## config.mk

```make
export PLATFORM = sky130hd
export DESIGN_NAME = instr_queue
export DESIGN_NICKNAME = d
export VERILOG_FILES = /design/src/rtl/instr_queue_pkg.sv /design/src/rtl/instr_queue.sv
export SDC_FILE = /design/constraint.sdc
export NUM_CORES = 1
export LEC_CHECK = 0
export ABC_AREA = 0
export CAP_MARGIN = 20
export CORE_MARGIN = 8
export CORE_UTILIZATION = 61
export CTS_CLUSTER_SIZE = 8
export DETAILED_ROUTE_END_ITERATION = 7
export PLACE_DENSITY = 0.77
export SYNTH_ARGS = -nofsm -noshare
export SYNTH_HDL_FRONTEND = slang
export SYNTH_SLANG_ARGS = --single-unit
export TNS_END_PERCENT = 10
```

## constraint.sdc

```tcl
create_clock -name clk_in -period 10.1 [get_ports clk_in]
set_input_delay 2.02 -clock clk_in [delete_from_list [all_inputs] [get_ports clk_in]]
set_output_delay 2.02 -clock clk_in [all_outputs]
set_load 0.1 [all_outputs]
```

## src/rtl/instr_queue_pkg.sv

```systemverilog
// Shared CPU word widths for the instruction queue.
package instr_queue_pkg;

  localparam int INST_W = 32;
  localparam int PC_W   = 32;

endpackage

```

## src/rtl/instr_queue.sv

```systemverilog
// Circular show-ahead instruction queue between fetch and the ROB; write-to-issue latency 1 cycle (0 with IQ_BYPASS_EN on an empty queue).
// Backpressure: iq_full_out stalls fetch from registered count only; rob_full_in holds issue; rdy_in low freezes all state.
module instr_queue
  import instr_queue_pkg::*;
#(
  parameter int DEPTH = 16
) (
  input  logic              clk_in,
  input  logic              rst_in,
  input  logic              rdy_in,
  input  logic              if_valid_in,
  input  logic [INST_W-1:0] if_inst_in,
  input  logic [PC_W-1:0]   if_pc_in,
  output logic              iq_full_out,
  input  logic              rob_full_in,
  input  logic              rob_flush_in,
  output logic              issue_valid_out,
  output logic [INST_W-1:0] issue_inst_out,
  output logic [PC_W-1:0]   issue_pc_out
);

  localparam int                PTR_W    = $clog2(DEPTH);
  localparam logic [PTR_W:0]    FULL_CNT = (PTR_W + 1)'(DEPTH);
  localparam logic [PTR_W-1:0]  PTR_ONE  = PTR_W'(1);
  localparam logic [PTR_W:0]    CNT_ONE  = (PTR_W + 1)'(1);

  logic [INST_W-1:0] inst_mem [DEPTH];
  logic [PC_W-1:0]   pc_mem   [DEPTH];

  logic [PTR_W-1:0]  head_q;
  logic [PTR_W-1:0]  tail_q;
  logic [PTR_W:0]    count_q;

  logic              not_empty;
  logic              byp_vld;
  logic              enq_fire;
  logic              iss_fire;

  assign not_empty   = (count_q != '0);
  assign iq_full_out = (count_q == FULL_CNT);

`ifdef IQ_BYPASS_EN
  // Empty queue and a ROB that can accept: hand the fetched word straight through.
  assign byp_vld = rdy_in && if_valid_in && !not_empty && !rob_full_in && !rob_flush_in;
`else
  assign byp_vld = 1'b0;
`endif

  // Full is checked on registered count, so a same-cycle issue never frees a slot early.
  assign enq_fire = rdy_in && if_valid_in && !iq_full_out && !byp_vld;
  assign iss_fire = rdy_in && not_empty && !rob_full_in;

  always_comb begin
    issue_valid_out = not_empty && !rob_flush_in;
    issue_inst_out  = inst_mem[head_q];
    issue_pc_out    = pc_mem[head_q];
    if (byp_vld) begin
      issue_valid_out = 1'b1;
      issue_inst_out  = if_inst_in;
      issue_pc_out    = if_pc_in;
    end
  end

  always_ff @(posedge clk_in) begin
    if (rst_in) begin
      head_q  <= '0;
      tail_q  <= '0;
      count_q <= '0;
    end else if (rdy_in) begin
      if (rob_flush_in) begin
        head_q  <= '0;
        tail_q  <= '0;
        count_q <= '0;
      end else begin
        if (enq_fire) tail_q <= tail_q + PTR_ONE;
        if (iss_fire) head_q <= head_q + PTR_ONE;
        case ({enq_fire, iss_fire})
          2'b10:   count_q <= count_q + CNT_ONE;
          2'b01:   count_q <= count_q - CNT_ONE;
          default: count_q <= count_q;
        endcase
      end
    end
  end

  // Storage carries no reset; validity is tracked solely by count/pointers.
  always_ff @(posedge clk_in) begin
    if (enq_fire && !rob_flush_in) begin
      inst_mem[tail_q] <= if_inst_in;
      pc_mem[tail_q]   <= if_pc_in;
    end
  end

endmodule

```

==> results.cfg <==
[pwr]
p_sw_mw = 1.876
p_comb_share_pct = 2.6
seq_power_share_pct = 50.8
intPower_mw = 7.505
leakage_nw = 13.90
vdd_drop_max_mv = 0.1839
p_sw_share_pct = 20.00
clock_power_share_pct = 46.5
power.density_mw_per_mm2 = 204.7

[global_route]
grt_usage_pct = 25.69
grt_overflow = 0
grt_max_degree = 123
grt_pass1_vias = 19773
grt_pass1_wl_mm = 134.4
antenna_found_initial = 11

[place]
gp_congestion = 0.7304
dp_cells = 2492
portBuffers = 135
place_hpwl_mm = 39.37

[timing]
finClkSkew_ps = 19.48
setup_viol = 0
fmax_mhz = 149.5
tightestPinTransition_ps = 1180
finalCriticalPeriod_ps = 6691
fin_tns_setup_ps = 0
maxSlewHeadroom_pct = 21.34
period_share_pct = 66.24
hold_viol_final = 0
rsz0062_at_grt = no
slew_violations = 0

[die]
coreArea_mm2 = 0.06412
die_w_um = 269.9
io_pins = 136
rows = 93
die_y_um = 269.9
die_area_mm2 = 0.07284
start_util_pct = 61.33

[yosys]
synth_edf_count = 1024
synth-seq-cells = 1041
ys_seq_area_share_pct = 79.07
synthFlopType = edfxtp_1
synth.most_common_cell = edfxtp_1
synth_warnings = 0
synth_cells = 1546
yosysTopAreaCell = edfxtp_1
synthTopCellsByArea = edfxtp_1 (78%), mux4_2 (18%), dfxtp_1 (0.87%)
avgSynthCellArea_um2 = 25.43
synth_nets = 1623
synth.distinct_cells = 38
synth.top_cell.area_share_pct = 78.20
synth_common_cells = edfxtp_1 (1024), mux4_2 (320), clkbuf_1 (44)
async_flop_share_pct = 0
syn_area_mm2 = 0.03932

[worst_hold_path]
hp-start = count_q[3]$_SDFFE_PP0P_
min_path_cells = 2
holdCritPathClass = register to register
min_to = count_q[3]$_SDFFE_PP0P_

[routing]
vias = 18246
antenna_left = 0
wl_per_cell_um = 34.87
vias_per_cell = 6.831
drt_pass1_iterations = 7
met3_wirelength_mm = 9.222
wirelength_mm = 93.14
met1_length_mm = 33.23
drc = 0
top_layer = met5
drt_iter0_markers = 2280
wl_met2_mm = 48.19

[clocking]
cts_buffer_depth = 3
holdBufCountCts = 0
cts_tree = done
cts.reportedPaths.clkPinSlew_ps = 50
worstSkewPairLatency_ps = 710
htreeDepth = 4
post_cts_resized = 0
numCtsBuffers = 148
cts_root_buf = clkbuf_16
cts.sinks = 1041
post_cts_buffers = 0

[cells_and_area]
syn2layout_area_growth_pct = 16.54
nets = 1865
drive_gt1_share_pct = 30.07
final_cells = 2671

[critical_path]
critPathRequiredTime_ps = 8080
timing.rr.end = pc_mem[4][21]$_DFFE_PP_
cp.arrival_ps = 4670
startpoint_type = register
path_common_cell = mux4_2
critical-path-max-stage-delay_ps = 1010
cp_max_fo = 71
critical_path_buf_inv_count = 2
criticalPathCategory = register to output pin
cp_slowest_cell = clkdlybuf4s50_1
crit_path_end_kind = output pin
r2r_cells = 7
r2r-start = count_q[2]$_SDFFE_PP0P_
crit_chain = buf_4, mux4_2, mux4_2, clkdlybuf4s50_1
r2r_slack_ps = 6410
crit_family = buffers and inverters

[run]
cap_violations = 0

[status]
outcome = complete, no violations
area by class of cell:
| class | count | area [um2] |
|---|---|---|
| antenna | 7 | 17.52 |
| clock buffer | 160 | 3855 |
| clock inverter | 11 | 126.4 |
| fill | 3360 | 18290 |
| inverter | 9 | 33.78 |
| multi-input combinational | 416 | 7951 |
| sequential | 1041 | 31100 |
| tap | 855 | 1070 |
| timing repair buffer | 172 | 1667 |
per-layer routing:
metal,up-vias,GRT usage [%]
met5,-,0
met1,9757,32.45
met2,1110,42.70
li1,7196,-
met3,173,7.762
met4,10,8.654
cell families after synthesis:
| logic type | Yosys count | synth area share, % |
|---|---|---|
| XOR/XNOR | 6 | 0.1336 |
| flip-flops | 1041 | 79.07 |
| AND/OR/NAND/NOR | 54 | 0.7573 |
| adder cells (fa/ha/maj) | 7 | 0.2227 |
| buffers and inverters | 89 | 0.9260 |
| AO/OA/AOI/OAI | 23 | 0.3978 |
| multiplexers | 326 | 18.49 |
state kept, by name, indices dropped and copies added, names as in the netlist, named ones only:
register / flops
head_q: 4
inst_mem: 512
count_q: 5
pc_mem: 512
tail_q: 4
how the worst max path moves through the flow:
stage | endpoint | slack, ps | from | cells past startpoint
global placement | issue_valid_out | 3920 | rob_flush_in | 3
CTS | issue_pc_out[28] | 3360 | register | 4
floorplan | inst_mem[0][0]$_DFFE_PP_ | 810 | if_valid_in | 3
finish | issue_pc_out[14] | 3410 | register | 4
global route | issue_inst_out[24] | 3290 | register | 4
detailed placement | issue_valid_out | 3930 | rob_flush_in | 3
power groups by stage:
stage	Combinational, mW	Clock [mW]	Sequential (mW)
after floorplan	0.133	0	4.85
after global placement	0.233	0	4.85
after detailed placement	0.242	0	4.85
after CTS	0.247	4.41	4.77
after global routing	0.258	4.58	4.77
final	0.248	4.36	4.77
through the flow:
step	hold slack [ps]	setup slack, ps	cell area, um2	power [mW]	utilization (%)
after detailed placement	518.8	3934	41810	5.091	65.21
after global placement	501.6	3922	41810	5.081	65.21
final	536.5	3409	45830	9.382	71.47
after floorplan	484.7	813.0	39320	4.983	-
after CTS	531.8	3360	45790	9.422	71.41
after global routing	562.6	3294	45820	9.599	71.46
worst reg2reg max path: cells and delay by family, from the launching register on:
family | cells | cell delay (ps)
simple gates | 4 | 1060
flops | 1 | 490
compound gates | 1 | 450
buf+inv | 2 | 1260
cells in the final DEF, fill, tap and decap left out, types with 3 or more instances in the layout:
master           instances
edfxtp_1              1024
mux4_2                 320
clkbuf_16              153
clkdlybuf4s50_1        135
buf_4                   34
nor2_1                  15
dfxtp_1                 13
inv_1                    9
diode_2                  7
ha_1                     7
clkbuf_1                 7
a21oi_1                  6
inv_6                    6
mux2i_1                  5
xor2_1                   5
nor3b_1                  4
nor2_4                   4
and2_4                   4
nor4_2                   4
nor3_2                   4
o211ai_1                 4
dfxtp_4                  4
clkinv_8                 4
nand3b_1                 3
nand2_1                  3
nor4_1                   3
o21ai_0                  3
a22oi_1                  3
buf_12                   3
(Power assumes the default switching activity.)
